[config.mk]
export PLATFORM = sky130hd
export DESIGN_NAME = layer_sequencer
export DESIGN_NICKNAME = d
export VERILOG_FILES = /design/src/rtl/layer_sequencer_pkg.sv /design/src/rtl/layer_desc_table.sv /design/src/rtl/layer_sequencer.sv
export SDC_FILE = /design/constraint.sdc
export NUM_CORES = 1
export LEC_CHECK = 0
export CAP_MARGIN = 20
export CORE_MARGIN = 8
export CORE_UTILIZATION = 40
export CTS_CLUSTER_SIZE = 28
export DETAILED_ROUTE_END_ITERATION = 16
export SKIP_LAST_GASP = 1
export SYNTH_ARGS = -nofsm -noshare
export SYNTH_HDL_FRONTEND = slang
export SYNTH_SLANG_ARGS = --single-unit
[constraint.sdc]
create_clock -name clk -period 5.9 [get_ports clk]
set_input_delay 1.475 -clock clk [delete_from_list [all_inputs] [get_ports clk]]
set_output_delay 1.475 -clock clk [all_outputs]
set_load 0.05 [all_outputs]
[src/rtl/layer_sequencer_pkg.sv]
// Shared types and constants for the layer sequencer and its descriptor table.
// Field indices match the low three bits of cfg_addr.
package layer_sequencer_pkg;

  localparam int PE_WIDTH = 16;

  typedef enum logic [2:0] {
    S_IDLE,
    S_CHECK,
    S_ENABLE,
    S_CFG,
    S_RUN,
    S_NEXT,
    S_FINISH
  } state_t;

  localparam logic [2:0] FLD_IN   = 3'd0;
  localparam logic [2:0] FLD_WGT  = 3'd1;
  localparam logic [2:0] FLD_OUT  = 3'd2;
  localparam logic [2:0] FLD_NIN  = 3'd3;
  localparam logic [2:0] FLD_NOUT = 3'd4;

  localparam logic [1:0] ERR_NONE = 2'd0;
  localparam logic [1:0] ERR_DESC = 2'd1;
  localparam logic [1:0] ERR_WDOG = 2'd2;

endpackage

[src/rtl/layer_desc_table.sv]
// Per-layer descriptor storage: one write port, one combinational read port.
// rd_ok flags whether the addressed layer holds a runnable descriptor.
module layer_desc_table
  import layer_sequencer_pkg::*;
#(
  parameter int MAX_LAYERS = 8
) (
  input  logic                clk,
  input  logic                rst,
  input  logic                we,
  input  logic [2:0]          wr_layer,
  input  logic [2:0]          wr_field,
  input  logic [PE_WIDTH-1:0] wdata,
  input  logic [2:0]          rd_layer,
  input  logic [2:0]          rd_field,
  output logic [PE_WIDTH-1:0] rd_data,
  output logic                rd_ok
);

  logic [PE_WIDTH-1:0] mem [MAX_LAYERS][5];
  logic [PE_WIDTH-1:0] n_in;
  logic [PE_WIDTH-1:0] n_out;

  always_ff @(posedge clk or negedge rst) begin
    if (!rst) begin
      for (int l = 0; l < MAX_LAYERS; l++) begin
        for (int f = 0; f < 5; f++) begin
          mem[l][f] <= '0;
        end
      end
    end else if (we && (wr_field <= FLD_NOUT) && (int'(wr_layer) < MAX_LAYERS)) begin
      mem[wr_layer][wr_field] <= wdata;
    end
  end

  // n_in must be a non-zero multiple of 16 and n_out non-zero
  always_comb begin
    rd_data = '0;
    n_in    = '0;
    n_out   = '0;
    if (int'(rd_layer) < MAX_LAYERS) begin
      n_in  = mem[rd_layer][FLD_NIN];
      n_out = mem[rd_layer][FLD_NOUT];
      if (rd_field <= FLD_NOUT) begin
        rd_data = mem[rd_layer][rd_field];
      end
    end
    rd_ok = (n_in != '0) && (n_in[3:0] == 4'd0) && (n_out != '0);
  end

endmodule

[src/rtl/layer_sequencer.sv]
// Walks the descriptor table layer by layer: validate, enable, stream five
// config words, then wait for n_out neuron completions under a watchdog.
//
// state    | meaning
// IDLE     | waiting for start
// CHECK    | validate current layer descriptor
// ENABLE   | one-cycle accel_enable pulse
// CFG      | five config beats on accel_databus
// RUN      | counting neuron_done, watchdog armed
// NEXT     | advance layer or finish
// FINISH   | done pulse, back to IDLE
module layer_sequencer
  import layer_sequencer_pkg::*;
#(
  parameter int MAX_LAYERS = 8,
  parameter int WDOG_W     = 16
) (
  input  logic                clk,
  input  logic                rst,
  input  logic                cfg_we,
  input  logic [5:0]          cfg_addr,
  input  logic [PE_WIDTH-1:0] cfg_wdata,
  input  logic [3:0]          num_layers,
  input  logic                start,
  input  logic                neuron_done,
  output logic                accel_enable,
  output logic [PE_WIDTH-1:0] accel_databus,
  output logic                accel_busrdwr,
  output logic                busy,
  output logic                done,
  output logic [1:0]          err,
  output logic [2:0]          layer_idx
);

  state_t              state_q, state_d;
  logic [2:0]          layer_q, layer_d;
  logic [3:0]          num_q, num_d;
  logic [2:0]          beat_q, beat_d;
  logic [15:0]         cnt_q, cnt_d, cnt_inc;
  logic [PE_WIDTH-1:0] nout_q, nout_d;
  logic [WDOG_W-1:0]   wdog_q, wdog_d;
  logic [1:0]          err_q, err_d;
  logic                bad_start_q, bad_start_d;
  logic [2:0]          rd_field;
  logic [PE_WIDTH-1:0] rd_data;
  logic                rd_ok;
  logic                num_ok;

  layer_desc_table #(.MAX_LAYERS(MAX_LAYERS)) u_table (
    .clk      (clk),
    .rst      (rst),
    .we       (cfg_we),
    .wr_layer (cfg_addr[5:3]),
    .wr_field (cfg_addr[2:0]),
    .wdata    (cfg_wdata),
    .rd_layer (layer_q),
    .rd_field (rd_field),
    .rd_data  (rd_data),
    .rd_ok    (rd_ok)
  );

  assign num_ok  = (num_layers != 4'd0) && (int'(num_layers) <= MAX_LAYERS);
  assign cnt_inc = cnt_q + 16'd1;

  always_ff @(posedge clk or negedge rst) begin
    if (!rst) begin
      state_q     <= S_IDLE;
      layer_q     <= '0;
      num_q       <= '0;
      beat_q      <= '0;
      cnt_q       <= '0;
      nout_q      <= '0;
      wdog_q      <= '0;
      err_q       <= ERR_NONE;
      bad_start_q <= 1'b0;
    end else begin
      state_q     <= state_d;
      layer_q     <= layer_d;
      num_q       <= num_d;
      beat_q      <= beat_d;
      cnt_q       <= cnt_d;
      nout_q      <= nout_d;
      wdog_q      <= wdog_d;
      err_q       <= err_d;
      bad_start_q <= bad_start_d;
    end
  end

  always_comb begin
    state_d       = state_q;
    layer_d       = layer_q;
    num_d         = num_q;
    beat_d        = beat_q;
    cnt_d         = cnt_q;
    nout_d        = nout_q;
    wdog_d        = wdog_q;
    err_d         = err_q;
    bad_start_d   = 1'b0;
    rd_field      = FLD_NOUT;
    accel_enable  = 1'b0;
    accel_busrdwr = 1'b0;
    accel_databus = '0;
    case (state_q)
      S_IDLE: begin
        if (start) begin
          if (num_ok) begin
            err_d   = ERR_NONE;
            layer_d = '0;
            num_d   = num_layers;
            state_d = S_CHECK;
          end else begin
            err_d       = ERR_DESC;
            bad_start_d = 1'b1;
          end
        end
      end
      S_CHECK: begin
        if (!rd_ok) begin
          err_d   = ERR_DESC;
          state_d = S_FINISH;
        end else begin
          state_d = S_ENABLE;
        end
      end
      S_ENABLE: begin
        accel_enable = 1'b1;
        beat_d       = '0;
        state_d      = S_CFG;
      end
      S_CFG: begin
        rd_field      = beat_q;
        accel_busrdwr = 1'b1;
        accel_databus = rd_data;
        if (beat_q == FLD_NOUT) begin
          // n_out is latched so mid-run table writes only apply next pass
          nout_d  = rd_data;
          cnt_d   = '0;
          wdog_d  = '1;
          state_d = S_RUN;
        end else begin
          beat_d = beat_q + 3'd1;
        end
      end
      S_RUN: begin
        if (neuron_done) begin
          cnt_d  = cnt_inc;
          wdog_d = '1;
          if (cnt_inc == nout_q) begin
            state_d = S_NEXT;
          end
        end else if (wdog_q == '0) begin
          err_d   = ERR_WDOG;
          state_d = S_FINISH;
        end else begin
          wdog_d = wdog_q - 1'b1;
        end
      end
      S_NEXT: begin
        if ({1'b0, layer_q} == num_q - 4'd1) begin
          state_d = S_FINISH;
        end else begin
          layer_d = layer_q + 3'd1;
          state_d = S_CHECK;
        end
      end
      S_FINISH: state_d = S_IDLE;
      default:  state_d = S_IDLE;
    endcase
  end

  assign busy      = (state_q != S_IDLE);
  assign done      = (state_q == S_FINISH) || bad_start_q;
  assign err       = err_q;
  assign layer_idx = layer_q;

endmodule
# Word-level counts from Yosys, hierarchy flattened
# Index checks and enable logic that the tools add are counted.
[totals]
register_bits = 704
in_bits = 31
output_inout_bits = 25
wordCells = 161
[op_classes]
add_sub_neg = 5
n_lt_le_gt_ge = 9
eq_ne = 21
muxes = 47
bitwise_logic = 4
reduce_logical = 26
[op_table]
columns = ["op", "n"]
rows = [
  ["$bwmux W640", 1],
  ["$bmux W80 S3", 1],
  ["$demux W80 S3", 1],
  ["$mux W80", 3],
  ["$mux W16", 10],
  ["$pmux W16 S2", 2],
  ["$bmux W16 S3", 1],
  ["$demux W16 S3", 1],
  ["$mux W3", 13],
  ["$reduce_bool A16 Y1", 2],
  ["$ne A2 B2 Y1 const B", 9],
  ["$pmux W3 S6", 1],
  ["$add A16 B1 Y16 const B", 1],
  ["$eq A16 B16 Y1", 1],
  ["$ge A4 B4 Y1 const B", 4],
  ["$logic_not A16 Y1", 1],
  ["$not A3 Y4", 4],
  ["$sub A16 B1 Y16 const B", 1],
  ["$eq A3 B3 Y1 const B", 4],
  ["$pmux W3 S2", 2],
  ["$reduce_and A5 Y1", 2],
  ["$ne A3 B3 Y1 const B", 3],
  ["$reduce_and A3 Y1", 3],
  ["$lt A4 B1 Y1 const B", 2],
  ["other kinds (19)", 39],
]

# Logic depth before layout (Yosys ltp)
[logic_depth]
depth_word = 9
mapped_depth = 11
mapped_depth_nobuf = 8

# Hierarchy
# A second synthesis with hierarchy kept.
[hier_totals]
cells_unflattened = 2216
hier_area_um2 = 32980.4
[modules_own_cells]
columns = ["mod", "instances", "cells_each", "area_each_um2", "seq_area_each_um2"]
rows = [
  ["layer_desc_table", 1, 1818, 29193.0, 16015.4],
  ["layer_sequencer", 1, 398, 3787.4, 1601.5],
]

# Worst setup path before layout
# OpenSTA, ideal clock, no wires.
[synth_timing]
path_kind = "register to output"
from = "register layer_q[1] (netlist: layer_idx[1])"
to = "output port accel_databus[13]"
arrival_time_ps = 2881
t_required_ps = 4425
setup_slack_ps = 1544
stages_incl_launch_ff = 10
n_path_buf = 3
cell_sequence = "dfrtp_1 buf_2 buf_2 clkbuf_1 mux4_2 mux2i_1 and2_1 o31ai_1 a21oi_1 nor2_1"
[synth_via]
elab_chain_cells = 9
[synth_rtl]
columns = ["element", "line_no", "text"]
rows = [
  ["start, declared", "layer_sequencer.sv:36", "logic [2:0] layer_q, layer_d;"],
  ["start signal, assigned", "layer_sequencer.sv:78", "layer_q <= layer_d;"],
  ["$not A3 Y4 (not written as such)", "layer_desc_table.sv:45", "rd_data = mem[rd_layer][rd_field];"],
  ["$bmux W80 S3", "layer_desc_table.sv:45", ""],
  ["$mux W80 (2 in series)", "--", ""],
  ["$bmux W16 S3", "layer_desc_table.sv:45", ""],
  ["$mux W16 (not written as such) (2 in series)", "layer_desc_table.sv:45", ""],
  ["$mux W16", "layer_desc_table.sv:44", "if (rd_field <= FLD_NOUT) begin"],
  ["$mux W16", "layer_sequencer.sv:103", "case (state_q)"],
  ["end, declared", "layer_sequencer.sv:27", "output logic [PE_WIDTH-1:0] accel_databus,"],
]
# No other way between the ends. The select of a mux whose other input is x is not followed.

# Final worst setup path
[layout_timing]
from = "register layer_q[0] (netlist: layer_idx[0])"
to = "output port accel_databus[6]"
# Same word-level chain as after synthesis.

==> results.md <==
* Starting Density at around 40%
* Critical Path, Cell by Cell: buf_12 -> mux4_2 -> mux2i_1 -> mux2i_1 -> mux2_2 -> a21oi_1 -> nor2_1 -> buf_4
* Setup TNS at 0 ns
* Fmax at 0.187 GHz
* Setup Crit Path Kind: reg2out
* Worst hold stages at 1
* Detailed-route wire length at roughly 85000 microns
* Worst Hold Path EP: u_table.mem[157]
* Cell mode on critical path: mux2i_1
* # IOs at 56
* Primary FF master, synth: dfrtp_1
* Tcrit/Tclk final at 90.5%
* Post-DRT Antenna Nets at 0
* Critical-path maximum fanout at 45
* Layout Cells excl Fill at approximately 3400
* WP data required at 4.43 ns
* Most frequent cells in the layout: 701 x dfrtp_1, 657 x mux2_2, 172 x mux4_2
* Leakage at about 0.017 uW
* Syn_nets at 2322
* Setup violations, final at 0
* Dpl ws at approximately 1.2 ns
* Fin nets at 2331
* Antenna violations before repair at 3
* Yosys reg bits at 704
* CP startpoint kind: flop
* Largest net degree at the start of global routing at roughly 120
* Latest clock arrival within the worst-skew pair at 0.62 ns
* Max Buffers Root-to-Sink at 3
* Critical path's largest stage delay at around 0.60 ns
* Fin Hold WS at slightly below 0.5 ns
* Post-synthesis cell area at around 33000 sq um
* Die W at 304 microns
* Pre-antenna DRT Iters at 5
* Distinct cells, synth at 58
* Yosys warnings at 0
* Vias at between 15000 and 20000
* CP endpoint kind: output port
* Met1 usage at around a quarter
* H-Tree Depth at 3
* Peak supply drop at 0.306 mV
* CTS buffer count at between 70 and 80
* Crit-path slowest cell: dfrtp_4
* Post-route DRC at 0
* Status: complete, no violations
* N_diodes at 0
* Area Overhead vs Synth at 12.9%
* # resized after CTS at 0
* Arrival @ worst endpoint at ~3.9 ns
* GR met3 Demand/Resource at under 10%
* Setup Skew at ~0.023 ns
* Finished Core Util at a little under half
* # hold bufs at CTS at 0
* Post-synthesis sequential area ratio at between 50% and 60%
* GRT Overall Usage at 18.7%
* 1st-iter DRT viols at approximately 1200
* Post-synth EDFFs at 0
* Commonest non-fill, non-tap cell in the layout: dfrtp_1
* Final Max Tran Viols at 0
* Worst r2r src: layer_idx[0]
* Async SR Flop Fraction at 100%
* Avg Inst Size Synth at 14.5 sq um
* Final min period at ~5.3 ns
* Final Hold Viols at 0
* Setup Fix Bufs, Post-CTS at 0
* Worst hold-check path type: reg2reg
* GR peak layer: met2
* Synthesized instance count at roughly 2300
* Hold_sp: u_table.mem[157]
* Register-to-Register Path Depth at 7
* Die height at 304 microns
* Max_cap viols at 0
* Worst setup margin at between 0.5 and 0.6 ns
* Vias in the first global route at 21100
* First-pass GRT wire length at 131000 microns
* Power per cell area at roughly 390 nW/um^2
* Root Buffer: clkbuf_16
* Worst R2R Setup Slack at between 2 and 2.5 ns
* Vias per std cell at ~5.8
* Buffers added on ports at 55
* Worst-Margin Slew at ~1.1 ns
* Unrepaired setup endpoints after global routing: no
* Reg-to-reg endpoint: state_q[2]
* M2 GR Usage at approximately a third
* Gpl congestion at 0.853
* Fraction of layout cells with a size suffix above 1 at between 40 and 50%
* CTS tree: done
* Core ar. at between 80000 and 90000 sq um
* Clock transition at path regs at roughly 0.06 ns
* Cells after DPL at roughly 3300
* Avg WL per Cell at ~25 microns
* Max-slew headroom at roughly a quarter
* Clock sinks at about 700
* Congestion Overflow GR at 0
* DIE AREA at roughly 90000 sq um
* Core Rows at roughly 110
* Final HPWL DP at 52200 microns
critical path, delay by kind of cell, from the launching register on:
family | cells | cell delay (ns)
compound gates | 1 | 0.35
buf+inv | 2 | 0.58
flops | 1 | 0.60
mux | 4 | 1.58
simple gates | 1 | 0.09
cell type report:
cell class                      count  area, sq um
Inverter                           17         63.8
Tap cell                         1070         1340
Multi-Input combinational cell   1372        14600
Fill cell                        7197        44700
Timing Repair Buffer              122         1250
Sequential cell                   704        17600
Clock buffer                      116         2280
Clock inverter                     19          154
cell families after synthesis:
family          Yosys count  synth area share [%]
fa+ha+maj                 6                 0.227
simple gates            305                  4.54
mux                     883                  35.7
compound gates          149                  2.87
xor+xnor                 29                 0.768
buf+inv                 209                  2.58
flops                   704                  53.3
cells in the mapped netlist, types with 2 or more instances:
cell / count / area share, %
a21oi_1: 39 / 0.59
clkbuf_1: 154 / 1.7
or3_1: 4 / 0.076
nand3_1: 39 / 0.59
dfrtp_1: 704 / 53
ha_1: 6 / 0.23
nor4_1: 8 / 0.15
nand2_1: 64 / 0.73
nor2b_1: 12 / 0.23
o21ai_1: 4 / 0.061
mux4_2: 172 / 12
mux2_2: 657 / 22
a211oi_1: 7 / 0.16
or4_1: 7 / 0.16
o21ai_0: 38 / 0.58
o31ai_1: 24 / 0.54
and3_1: 6 / 0.11
nand3b_1: 4 / 0.091
buf_2: 23 / 0.35
buf_4: 7 / 0.16
a31oi_1: 8 / 0.15
and2_1: 9 / 0.17
inv_1: 16 / 0.18
or3b_2: 2 / 0.053
nand2b_1: 3 / 0.057
mux2i_1: 54 / 1.6
a31o_2: 3 / 0.079
nand4_1: 16 / 0.30
a22o_1: 2 / 0.053
xor2_1: 9 / 0.24
buf_1: 6 / 0.068
nor2_1: 92 / 1.0
a41oi_1: 2 / 0.053
o311ai_1: 2 / 0.053
and4_1: 6 / 0.16
nor3_1: 20 / 0.30
nor3b_1: 9 / 0.20
xnor2_1: 20 / 0.53
buf_6: 2 / 0.068
a22oi_1: 3 / 0.068
a32o_1: 4 / 0.12
o41ai_1: 2 / 0.053
metal layers:
metal / routed length, microns / vias up
li1: - / 8488
met1: 37300 / 10700
met2: 41800 / 413
met3: 3640 / 112
met4: 2040 / 0
met5: 0 / -
metrics by stage:
stage          total power [uW]  cell area (sq um)
2_1_floorplan              8700              33100
3_3_place_gp               9940              34900
3_5_place_dp              10000              34900
4_1_cts                   14700              37300
5_1_grt                   15300              37300
6_report                  14600              37300
worst max path at each step:
stage / cells after the start / slack (ns) / from / end
after floorplan: 9 / 1.54 / layer_idx[1] / accel_databus[13]
after global placement: 8 / 1.20 / layer_idx[0] / accel_databus[15]
after detailed placement: 8 / 1.23 / layer_idx[0] / accel_databus[6]
after CTS: 8 / 0.55 / layer_idx[0] / accel_databus[6]
after global routing: 8 / 0.40 / layer_idx[0] / accel_databus[6]
final: 8 / 0.56 / layer_idx[0] / accel_databus[6]
registers in the layout, indices dropped and copies added, names as in the netlist:
signal       count
wdog_q          16
err              2
u_table.mem    640
beat_q           3
state_q          3
num_q            4
nout_q          16
cnt_q           16
bad_start_q      1
layer_idx        3
where the power goes:
group | total, uW | internal (uW) | leakage [uW] | switching [uW]
logic | 3990 | 1840 | 0.00631 | 2150
registers | 5930 | 5440 | 0.00936 | 486
clock network | 4660 | 2740 | 0.00120 | 1920
Power figures use the tool's default switching activity.
